File: src/rtl/morse_pkg.sv
// Shared Morse decoder constants and calibration state encoding.
// Used by the receive controller and the decoder top.
package morse_pkg;

  localparam int MORSE_CW           = 16;
  localparam int MORSE_DEFAULT_UNIT = 27;
  localparam int MORSE_MIN_MARK     = 2;

  typedef enum logic [1:0] {
    CAL_IDLE,
    CAL_WAIT_LOW,
    CAL_MEASURE,
    CAL_UPDATE
  } cal_state_e;

endpackage

File: src/rtl/morse_letter_fifo.sv
// Letter FIFO with registered head, no fall-through, sticky overflow.
// DEPTH must be a power of two, at least 2.
module morse_letter_fifo #(
  parameter int DEPTH = 4
) (
  input  logic       clk,
  input  logic       rst_n,
  input  logic       push,
  input  logic       pop,
  input  logic       ovf_clr,
  input  logic [7:0] din,
  output logic [7:0] head,
  output logic       empty,
  output logic       overflow
);

  localparam int AW = $clog2(DEPTH);
  localparam logic [AW:0] ONE = {{AW{1'b0}}, 1'b1};

  logic [7:0]    mem [DEPTH];
  logic [AW-1:0] wr_ptr;
  logic [AW-1:0] rd_ptr;
  logic [AW:0]   count;
  logic          full;
  logic          do_push;
  logic          do_pop;
  logic          drop;

  assign empty   = (count == '0);
  assign full    = count[AW];
  assign do_pop  = pop && !empty;
  assign do_push = push && (!full || do_pop);
  assign drop    = push && !do_push;

  always_ff @(posedge clk) begin
    if (do_push) mem[wr_ptr] <= din;
  end

  always_ff @(posedge clk) begin
    if (!rst_n) begin
      wr_ptr   <= '0;
      rd_ptr   <= '0;
      count    <= '0;
      head     <= '0;
      overflow <= 1'b0;
    end else begin
      if (do_push) wr_ptr <= wr_ptr + 1'b1;
      if (do_pop)  rd_ptr <= rd_ptr + 1'b1;
      count <= count + {{AW{1'b0}}, do_push}
                     - {{AW{1'b0}}, do_pop};
      // head tracks the next entry; holds its value when drained
      if (do_pop) begin
        if (count > ONE)  head <= mem[rd_ptr + 1'b1];
        else if (do_push) head <= din;
      end else if (do_push && empty) begin
        head <= din;
      end
      if (drop)         overflow <= 1'b1;
      else if (ovf_clr) overflow <= 1'b0;
    end
  end

endmodule

File: src/rtl/morse_rx_ctrl.sv
// Morse receive controller: keying-speed calibration plus letter FIFO.
// Optional MORSE_CAL_TIMEOUT_EN aborts a stalled calibration.
module morse_rx_ctrl
  import morse_pkg::*;
#(
  parameter int CW           = MORSE_CW,
  parameter int DEFAULT_UNIT = MORSE_DEFAULT_UNIT,
  parameter int CAL_MARKS    = 8,
  parameter int DEPTH        = 4
) (
  input  logic          clk,
  input  logic          rst_n,
  input  logic          signal,
  input  logic          cal_start,
  output logic          cal_busy,
  output logic          cal_done,
  output logic          cal_err,
  output logic [CW-1:0] unit_len,
  input  logic [7:0]    letter_in,
  input  logic          letter_stb,
  output logic [7:0]    letter_out,
  output logic          letter_valid,
  input  logic          letter_ready,
  output logic          overflow
);

  localparam logic [CW-1:0] RUN_MAX  = '1;
  localparam logic [CW-1:0] MIN_MARK = CW'(MORSE_MIN_MARK);
  localparam logic [CW-1:0] UNIT_RST = CW'(DEFAULT_UNIT);
  localparam logic [7:0]    LAST_IDX = 8'(CAL_MARKS - 1);

  cal_state_e    state;
  cal_state_e    state_nxt;
  logic          sig_q;
  logic [CW-1:0] run_cnt;
  logic [CW-1:0] min_len;
  logic [CW-1:0] unit_q;
  logic [7:0]    mark_cnt;
  logic          cal_done_q;
  logic          fall;
  logic          start_ok;
  logic          valid_mark;
  logic          last_mark;
  logic          tmo_hit;
  logic          fifo_empty;

  assign fall       = sig_q && !signal;
  assign start_ok   = (state == CAL_IDLE) && cal_start;
  assign valid_mark = (state == CAL_MEASURE) && fall
                      && (run_cnt >= MIN_MARK);
  assign last_mark  = valid_mark && (mark_cnt == LAST_IDX);

  assign cal_busy = (state != CAL_IDLE);
  assign cal_done = cal_done_q;
  assign unit_len = unit_q;

`ifdef MORSE_CAL_TIMEOUT_EN
  logic [CW-1:0] quiet_cnt;
  logic          cal_err_q;

  assign tmo_hit = (state == CAL_MEASURE) && (quiet_cnt == RUN_MAX);
  assign cal_err = cal_err_q;

  // cycles since the last level change while measuring
  always_ff @(posedge clk) begin
    if (!rst_n || state != CAL_MEASURE || signal != sig_q)
      quiet_cnt <= '0;
    else if (!tmo_hit)
      quiet_cnt <= quiet_cnt + 1'b1;
  end

  always_ff @(posedge clk) begin
    if (!rst_n) cal_err_q <= 1'b0;
    else        cal_err_q <= tmo_hit && !last_mark;
  end
`else
  assign tmo_hit = 1'b0;
  assign cal_err = 1'b0;
`endif

  always_comb begin
    state_nxt = state;
    unique case (state)
      CAL_IDLE:
        if (cal_start)
          state_nxt = signal ? CAL_WAIT_LOW : CAL_MEASURE;
      CAL_WAIT_LOW:
        if (!signal) state_nxt = CAL_MEASURE;
      CAL_MEASURE:
        if (last_mark)    state_nxt = CAL_UPDATE;
        else if (tmo_hit) state_nxt = CAL_IDLE;
      CAL_UPDATE:
        state_nxt = CAL_IDLE;
    endcase
  end

  always_ff @(posedge clk) begin
    if (!rst_n) begin
      state      <= CAL_IDLE;
      sig_q      <= 1'b0;
      run_cnt    <= '0;
      min_len    <= '1;
      mark_cnt   <= '0;
      unit_q     <= UNIT_RST;
      cal_done_q <= 1'b0;
    end else begin
      state      <= state_nxt;
      sig_q      <= signal;
      cal_done_q <= (state == CAL_UPDATE);
      if (start_ok) begin
        min_len  <= '1;
        mark_cnt <= '0;
        run_cnt  <= '0;
      end else if (state == CAL_MEASURE) begin
        if (fall)
          run_cnt <= '0;
        else if (signal && run_cnt != RUN_MAX)
          run_cnt <= run_cnt + 1'b1;
        if (valid_mark) begin
          mark_cnt <= mark_cnt + 1'b1;
          if (run_cnt < min_len) min_len <= run_cnt;
        end
      end
      if (state == CAL_UPDATE) unit_q <= min_len;
    end
  end

  morse_letter_fifo #(
    .DEPTH(DEPTH)
  ) u_fifo (
    .clk     (clk),
    .rst_n   (rst_n),
    .push    (letter_stb),
    .pop     (letter_ready),
    .ovf_clr (start_ok),
    .din     (letter_in),
    .head    (letter_out),
    .empty   (fifo_empty),
    .overflow(overflow)
  );

  assign letter_valid = !fifo_empty;

endmodule
File: config.mk
export PLATFORM = sky130hd
export DESIGN_NAME = morse_rx_ctrl
export DESIGN_NICKNAME = d
export VERILOG_FILES = /design/src/rtl/morse_pkg.sv /design/src/rtl/morse_letter_fifo.sv /design/src/rtl/morse_rx_ctrl.sv
export SDC_FILE = /design/constraint.sdc
export NUM_CORES = 1
export LEC_CHECK = 0
export ABC_AREA = 1
export CAP_MARGIN = 40
export CORE_MARGIN = 10
export CORE_UTILIZATION = 40
export CTS_BUF_LIST = sky130_fd_sc_hd__clkbuf_4 sky130_fd_sc_hd__clkbuf_8
export DETAILED_ROUTE_END_ITERATION = 10
export GPL_TIMING_DRIVEN = 0
export PLACE_DENSITY_LB_ADDON = 0.3
export RECOVER_POWER = 50
export SLEW_MARGIN = 15
export SYNTH_ARGS = -nofsm -noshare
export SYNTH_HDL_FRONTEND = slang
export SYNTH_SLANG_ARGS = --single-unit
File: constraint.sdc
create_clock -name clk -period 4.4 [get_ports clk]
set_input_delay 0.88 -clock clk [delete_from_list [all_inputs] [get_ports clk]]
set_output_delay 0.88 -clock clk [all_outputs]
set_load 0.02 [all_outputs]
==> results of run 1 <==
-- area by class of cell --
cell class	count	share of cell area [%]
tap	176	3.60
buffer	19	1.47
clock buffer	10	2.15
sequential	108	40.6
multi-input combinational	468	39.6
clock inverter	6	0.860
inverter	84	5.16
timing repair buffer	40	6.55
-- worst paths after layout --
kind / start / to / slack [ps] / cells after the start
max: signal / run_cnt[14] / 1390 / 9
min: u_fifo.overflow / u_fifo.overflow / 460 / 2
max reg2reg: state[0] / run_cnt[14] / 2080 / 9
min reg2reg: u_fifo.overflow / u_fifo.overflow / 460 / 2
-- layout by cell type (no fill, tap or decap), drive strengths merged, types with 23 or more instances in the layout --
cell type / synthesis / final
nor2: 81 / 81
clkbuf: 10 / 23
o21ai: 37 / 37
edfxtp: 32 / 32
nand2: 176 / 176
inv: 82 / 87
nand3: 55 / 55
ha: 31 / 31
dfxtp: 76 / 76
a21oi: 48 / 48
-- through the flow --
step / instances / total power [mW]
after floorplan: 679 / 1.80
after global placement: 895 / 2.08
after detailed placement: 895 / 2.11
after CTS: 911 / 2.70
after global routing: 911 / 2.82
final: 911 / 2.65
-- critical path, delay by kind of cell --
family | cells | cell delay [ps]
and+or+nand+nor | 4 | 1060
buffers and inverters | 4 | 1250
AOI/OAI and AO/OA | 1 | 140
-- power by group through the flow --
stage | Sequential, mW | Clock [mW] | Combinational [mW]
after global placement | 1.22 | 0 | 0.866
after global routing | 1.21 | 0.643 | 0.969
after floorplan | 1.27 | 0 | 0.522
final | 1.20 | 0.591 | 0.857
after CTS | 1.20 | 0.603 | 0.896
after detailed placement | 1.22 | 0 | 0.890
-- registers in the layout (all words and copies together) (netlist names) --
signal and flops:
u_fifo.head 8, u_fifo.count 3, min_len 16, run_cnt 16, state 2, u_fifo.mem 32, sig_q 1, cal_done 1
unit_len 16, mark_cnt 8, u_fifo.rd_ptr 2, u_fifo.wr_ptr 2, u_fifo.overflow 1
-- kinds of logic after synthesis --
family / after synthesis / synth area share [%]
and+or+nand+nor: 333 / 27.0
muxes: 1 / 0.211
other: 1 / 0.0701
AOI/OAI and AO/OA: 94 / 9.75
adders and majority gates: 32 / 7.63
DFF: 108 / 46.4
buffers and inverters: 103 / 7.77
xor gates and xnor gates: 7 / 1.15
-- layer usage --
layer,vias to the layer above,share of wire (%),global-route usage [%]
met1,2022,46,17.7
met2,82,47,23.6
met4,0,2.1,5.14
li1,2282,-,-
met5,-,0,0
met3,18,4.5,2.52
==> flow_summary.json, run 1 <==
{
  "ir_drop_mv": 0.150,
  "first_pass_grt_wire_length_um": 20900,
  "routed_via_density": 4.83,
  "power_frac_seq_pct": 45.3,
  "yosys_warnings": 0,
  "number_of_antenna_violations_at_the_first_check_in_global_routing": 0,
  "drt_iter0_drc": 387,
  "rows": 42,
  "synth_top_cells_by_count": "168 x nand2_1, 80 x inv_1, 77 x nor2_1, 76 x dfxtp_1, 54 x nand3_1",
  "globalRouteTotalUtil_pct": 14.1,
  "post_synth_instance_area_um2": 5350,
  "worst_skew_pair.late_latency_ps": 380,
  "finClkSkew_ps": 12.6,
  "numCtsBuffers": 9,
  "internal-power_mw": 1.67,
  "timing.critical_path.slowest_stage_cell": "dlygate4sd3_1",
  "timing.final.max_slew_violations": 0,
  "crit_path_start_kind": "input port",
  "stdcell_area_um2": 6110,
  "mapped_nets": 725,
  "finalSetupTns_ps": 0,
  "hp-class": "reg2reg",
  "vias": 4404,
  "nFillCells": 1280,
  "timing.final.crit_period_ps": 3010,
  "num-nets-final": 776,
  "floorplan.die_area_um2": 18400,
  "setup_viol_count_final": 0,
  "vias_in_the_first_global_route": 4228,
  "final.setup.worst_slack_ps": 1390,
  "reported_max_cap_violation_count": 0,
  "count_leader_synth": "nand2_1",
  "max_stage_delay_ps": 610,
  "floorplan.initialDensity_pct": 40.6,
  "timing.setup.critical_path_class": "in2reg",
  "wire_length_per_cell_after_detailed_routing_um": 14.0,
  "clkTransAtPathRegs_ps": 110,
  "tritoncts_num_sinks": 108,
  "drt.antenna.violating_nets": 0,
  "switching_power_uw": 971,
  "hold_viol": 0,
  "layout-area-overhead-vs-synth_pct": 14.3,
  "final_standard_cell_utilization_of_the_core_pct": 46.3,
  "power.share.combinational_pct": 32.4,
  "tritoncts_clock_tree": "built",
  "die-width_um": 136,
  "cp.required_ps": 4720,
  "timing_worst_slew_pin_value_ps": 871,
  "post_synth_inst_count": 679,
  "drt_pre_antenna_iters": 4,
  "post-dp-hpwl_um": 9570,
  "synth_ff_type": "dfxtp_1",
  "part_of_the_yosys_area_used_for_sequential_elements_pct": 46.4,
  "fmaxAchievable_mhz": 332,
  "total_routed_length_um": 12700,
  "proportion_of_netlist_area_held_by_the_largest_area_contributor_pct": 28.4,
  "proportion_of_layout_cells_with_a_drive_suffix_above_1_pct": 5.85,
  "leakagePower_nw": 2.76,
  "clockPowerShare_pct": 22.3,
  "cts-htree-levels": 3,
  "critical_path.endpoint_type": "flop",
  "crit_path_cell_trace": "dlygate4sd3_1 > inv_1 > nand2_1 > nor2_1 > inv_1 > nand2_1 > clkbuf_1 > nand3_1 > a21oi_1",
  "pin_count": 43,
  "postCtsHoldBufs": 0,
  "placed_cell_area_um2": 5970,
  "floorplan.core_area_um2": 13200,
  "die_height_um": 136,
  "post-synth-top-area-cell": "dfxtp_1",
  "avgSynthCellArea_um2": 7.88,
  "power.density_cell_area_nw_per_um2": 433,
  "arrival_time_at_the_worst_endpoint_ps": 3330,
  "synthDistinctLibCells": 40,
  "synth-edff-count": 32,
  "port_buffers": 40,
  "gp_congestion": 0.867,
  "multiInputGateArea_um2": 2420,
  "async_flop_share_pct": 0,
  "maxSlewHeadroom_pct": 41.7,
  "cts-resized-gates": 0,
  "swShare_pct": 36.7,
  "cts.repair_timing.setup_buffer_count": 0,
  "ys_top_cells_by_area": "dfxtp_1 28%, edfxtp_1 18%, nand2_1 12%",
  "outcome": "finished clean",
  "synth-seq-cells": 108,
  "rsz0062_at_grt": "no",
  "clk_path_buf_depth": 2,
  "seqCellArea_um2": 2480,
  "grt_max_degree": 20,
  "post-route-period-util_pct": 68.4,
  "root_buffer": "clkbuf_8",
  "critPathMaxFanout": 10,
  "hold_ws_ps": 465,
  "global_route.overflow_total": 0,
  "antenna_cells_inserted": 0,
  "placement.setup.worst_slack_ps": 1610,
  "drc": 0
}
Note: power is estimated with default switching activity, not from simulation.
==> run 2, diff against run 1 <==
==> constraint.sdc (replaced) <==
create_clock -name clk -period 3 [get_ports clk]
set_input_delay 0.6 -clock clk [delete_from_list [all_inputs] [get_ports clk]]
set_output_delay 0.6 -clock clk [all_outputs]
set_load 0.02 [all_outputs]
==> flow_summary.json, run 2 (same netlist as run 1, synthesis figures left out) <==
{
  "outcome": "finished clean",
  "clockPowerShare_pct": 22.3,
  "floorplan.core_area_um2": 13200,
  "swShare_pct": 36.8,
  "leakagePower_nw": 2.78,
  "crit_path_start_kind": "flop",
  "cp.required_ps": 2400,
  "cts-resized-gates": 0,
  "number_of_antenna_violations_at_the_first_check_in_global_routing": 0,
  "fmaxAchievable_mhz": 423,
  "power.share.combinational_pct": 32.5,
  "routed_via_density": 4.83,
  "clk_path_buf_depth": 2,
  "layout-area-overhead-vs-synth_pct": 14.5,
  "grt_max_degree": 20,
  "timing.final.crit_period_ps": 2360,
  "timing_worst_slew_pin_value_ps": 881,
  "drt_pre_antenna_iters": 4,
  "globalRouteTotalUtil_pct": 14.1,
  "timing.setup.critical_path_class": "reg2out",
  "worst_skew_pair.late_latency_ps": 380,
  "critical_path.endpoint_type": "primary output",
  "tritoncts_num_sinks": 108,
  "drt_iter0_drc": 373,
  "tritoncts_clock_tree": "built",
  "root_buffer": "clkbuf_8",
  "pin_count": 43,
  "num-nets-final": 776,
  "maxSlewHeadroom_pct": 41.1,
  "drt.antenna.violating_nets": 0,
  "final_common_cell": "nand2_1",
  "vias": 4398,
  "reported_max_cap_violation_count": 0,
  "power_frac_seq_pct": 45.2,
  "total_power_after_layout_mw": 3.88,
  "postCtsHoldBufs": 0,
  "global_route.overflow_total": 0,
  "setup_viol_count_final": 0,
  "largest_register_ff_count": 32,
  "timing.final.max_slew_violations": 0,
  "hold_viol": 0,
  "layout.cells.most_common_list": "170 x nand2_1, 82 x inv_1, 78 x nor2_1",
  "finClkSkew_ps": 10.4,
  "internal-power_mw": 2.45,
  "rsz0062_at_grt": "no",
  "drc": 0,
  "wire_length_per_cell_after_detailed_routing_um": 14.0,
  "ir_drop_mv": 0.220,
  "total_routed_length_um": 12700,
  "first_pass_grt_wire_length_um": 20900,
  "rows": 42,
  "top_reg_by_flops": "u_fifo.mem",
  "clkTransAtPathRegs_ps": 100,
  "die_height_um": 136,
  "post-dp-hpwl_um": 9570,
  "hp-class": "reg2reg",
  "die-width_um": 136,
  "proportion_of_layout_cells_with_a_drive_suffix_above_1_pct": 6.12,
  "power.density_cell_area_nw_per_um2": 634,
  "cts-htree-levels": 3,
  "vias_in_the_first_global_route": 4228,
  "post-route-period-util_pct": 78.8,
  "switching_power_mw": 1.43,
  "antenna_cells_inserted": 0,
  "gp_congestion": 0.867,
  "floorplan.die_area_um2": 18400,
  "floorplan.initialDensity_pct": 40.6,
  "finalSetupTns_ps": 0,
  "cts.repair_timing.setup_buffer_count": 0,
  "arrival_time_at_the_worst_endpoint_ps": 1760,
  "port_buffers": 40,
  "critPathMaxFanout": 4,
  "numCtsBuffers": 9
}
run 2: changes by cell type in the layout (fill, tap and decap cells not counted):
cell	before	now
clkbuf_1	13	12
nand2_1	172	170
a21oi_4	1	0
nor2_4	1	2
nor2_2	2	1
inv_2	1	0
dlygate4sd3_1	22	29
nand2_2	2	3
inv_1	81	82
a21oi_2	0	1
nand2_4	2	3
clkdlybuf4s50_1	18	11
buf_6	1	2
run 2: final timing paths:
path	start	to	slack [ps]	cells after the start
worst max-delay path	state[0]	cal_busy	640	4
worst min-delay path	u_fifo.overflow	u_fifo.overflow	470	2
worst max register to register	run_cnt[1]	run_cnt[15]	770	10
worst min register to register	u_fifo.overflow	u_fifo.overflow	470	2
run 2: per-layer routing:
metal,share of wire (%),GRT usage (%),vias up,wire length (µm)
met5,0,0,-,0
met4,2.1,5.14,0,262
met3,4.1,2.52,18,520
met2,47,23.6,78,6010
met1,47,17.7,2022,5920
li1,-,-,2280,-
run 2: worst max-delay path, cell delays in order (launching register included):
cell,delay (ps)
dfxtp_1,380
inv_1,100
ha_1,230
inv_1,70
clkdlybuf4s50_1,610
run 2: cell type report:
cell class                 count  area (µm²)
inverter                      84         315
timing repair buffer          40         400
clock buffer                  10         131
tap                          176         220
multi-input combinational    468        2430
clock inverter                 6        52.6
sequential                   108        2480
buffer                        19        97.6
fill                        1277        7060
run 2: power by group through the flow:
stage / Sequential [mW] / Combinational (mW) / Clock (mW)
finish: 1.76 / 1.26 / 0.866
global route: 1.77 / 1.43 / 0.942
floorplan: 1.87 / 0.766 / 0
global placement: 1.78 / 1.27 / 0
detailed placement: 1.79 / 1.31 / 0
CTS: 1.76 / 1.31 / 0.885
run 2: through the flow:
step           cells  cell area (µm²)  worst slack (ps)  hold WS (ps)  util, %
6_report         911             6130               636           465     46.5
3_3_place_gp     895             5970               498           438     45.3
3_5_place_dp     895             5970               490           442     45.3
2_1_floorplan    679             5350              1140           429        -
4_1_cts          911             6150               606           469     46.7
5_1_grt          911             6130               497           488     46.5
==> run 3, diff against run 2 <==
==> constraint.sdc (replaced) <==
create_clock -name clk -period 2.08 [get_ports clk]
set_input_delay 0.416 -clock clk [delete_from_list [all_inputs] [get_ports clk]]
set_output_delay 0.416 -clock clk [all_outputs]
set_load 0.02 [all_outputs]
==> flow_summary.json, run 3 (same netlist as run 1, synthesis figures left out) <==
{
  "whs_path_depth": 2,
  "tritoncts_num_sinks": 108,
  "floorplan.die_area_um2": 18400,
  "grt_max_degree": 20,
  "nFillCells": 1267,
  "drt_iter0_drc": 338,
  "postCtsHoldBufs": 0,
  "die_height_um": 136,
  "num-nets-final": 785,
  "final_standard_cell_utilization_of_the_core_pct": 47.4,
  "ir_drop_mv": 0.318,
  "drc": 0,
  "timing.critical_path.slowest_stage_cell": "clkdlybuf4s50_1",
  "power.density_cell_area_nw_per_um2": 909,
  "leakagePower_nw": 2.86,
  "layout.cells.most_common_list": "169 x nand2_1, 80 x inv_1, 76 x nor2_1",
  "timing.final.crit_period_ps": 1970,
  "vias_in_the_first_global_route": 4228,
  "post-dp-hpwl_um": 9570,
  "antenna_cells_inserted": 0,
  "drt.antenna.violating_nets": 0,
  "setup_viol_count_final": 0,
  "finClkSkew_ps": 11.9,
  "outcome": "finished clean",
  "drt_pre_antenna_iters": 5,
  "hp-class": "reg2reg",
  "reported_max_cap_violation_count": 0,
  "hold_viol": 0,
  "number_of_antenna_violations_at_the_first_check_in_global_routing": 0,
  "port_buffers": 40,
  "timing_worst_slew_pin_value_ps": 885,
  "worstPathBufferInverterCount": 1,
  "floorplan.core_area_um2": 13200,
  "crit_path_cell_trace": "nor2_4 > nand2_2 > clkdlybuf4s50_1",
  "arrival_time_at_the_worst_endpoint_ps": 1550,
  "post-route-period-util_pct": 94.5,
  "final_common_cell": "nand2_1",
  "clkTransAtPathRegs_ps": 110,
  "total_routed_length_um": 12900,
  "placed_cell_area_um2": 5970,
  "worst-r2r-setup-slack_ps": 130,
  "worst_skew_pair.late_latency_ps": 380,
  "global_route.overflow_total": 0,
  "timing.final.max_slew_violations": 0,
  "cp.required_ps": 1660,
  "beginning_of_the_worst_register_to_register_path": "u_fifo.count[1]",
  "timing.setup.critical_path_class": "reg2out",
  "routed_via_density": 4.87,
  "tritoncts_clock_tree": "built",
  "floorplan.initialDensity_pct": 40.6,
  "wire_length_per_cell_after_detailed_routing_um": 14.0,
  "proportion_of_layout_cells_with_a_drive_suffix_above_1_pct": 9.68,
  "numCtsBuffers": 9,
  "root_buffer": "clkbuf_8",
  "maxSlewHeadroom_pct": 40.8,
  "vias": 4483,
  "fmaxAchievable_mhz": 509,
  "layout-area-overhead-vs-synth_pct": 16.8,
  "critical_path.endpoint_type": "primary output",
  "cp-startpoint": "u_fifo.count[1]",
  "clk_path_buf_depth": 2,
  "critPathMaxFanout": 3,
  "crit_path_start_kind": "flop",
  "timing.hold.worst_endpoint": "u_fifo.overflow",
  "max_stage_delay_ps": 620,
  "rows": 42,
  "pin_count": 43,
  "worstHoldStart": "u_fifo.overflow",
  "hold_ws_ps": 466,
  "largest_register_ff_count": 32,
  "first_pass_grt_wire_length_um": 20900,
  "kind_of_cell_adding_the_most_delay_to_the_critical_path": "buffers and inverters",
  "finalSetupTns_ps": 0,
  "top_reg_by_flops": "u_fifo.mem",
  "cts-htree-levels": 3,
  "stdcell_area_um2": 6250,
  "r2r_cells": 10,
  "globalRouteTotalUtil_pct": 14.1,
  "die-width_um": 136,
  "gp_congestion": 0.867,
  "r2r-end": "u_fifo.head[1]"
}
## run 3: stage by stage
step	power, mW	cells	setup slack, ps
6_report	5.68	920	114
5_1_grt	6.05	920	-9.05
4_1_cts	5.70	911	34.8
3_5_place_dp	4.47	895	-246
3_3_place_gp	4.40	895	-238
2_1_floorplan	3.80	679	218
## run 3: report_power, final
group          total (mW)  switching (mW)  internal (mW)  leakage (nW)
Sequential           2.54           0.128           2.41         0.917
Clock                1.25           0.776          0.475        0.0961
Combinational        1.89            1.19          0.697          1.84
## run 3: worst max-delay path by stage
| stage | cells after the start | slack, ps | endpoint |
|---|---|---|---|
| floorplan | 10 | 220 | u_fifo.count[2] |
| global route | 10 | -9 | u_fifo.head[1] |
| CTS | 10 | 30 | min_len[10] |
| detailed placement | 10 | -250 | min_len[7] |
| finish | 3 | 110 | letter_valid |
| global placement | 10 | -240 | min_len[11] |
## run 3: repair_timing
action,in CTS,in global routing
endpoints found under the hold margin,0,0
gates resized for setup,1,17
pin swaps,0,6
setup endpoints to repair,1,22
setup buffers,0,9
## run 3: layer usage
metal	GRT usage, %	vias up	routed length, µm
met5	0	-	0
met4	5.14	0	235
met3	2.52	18	532
met2	23.6	96	6100
met1	17.7	2072	6040
li1	-	2297	-
## run 3: final cells by class
cell class,count,area [µm²],share of cell area [%]
Timing Repair Buffer,49,467,7.47
Tap cell,176,220,3.53
Buffer,19,105,1.68
Clock buffer,10,131,2.10
Multi-Input combinational cell,468,2460,39.3
Clock inverter,6,52.6,0.841
Inverter,84,315,5.05
Sequential cell,108,2500,40.0
## run 3: worst register-to-register path: stages (launching register included)
cell and delay, ps:
dfxtp_1 400, inv_1 110, ha_1 200, a21boi_0 210, nor3_2 80, buf_4 160, buf_4 130, buf_4 120
or2_2 260, a21oi_1 140, nor2_1 50
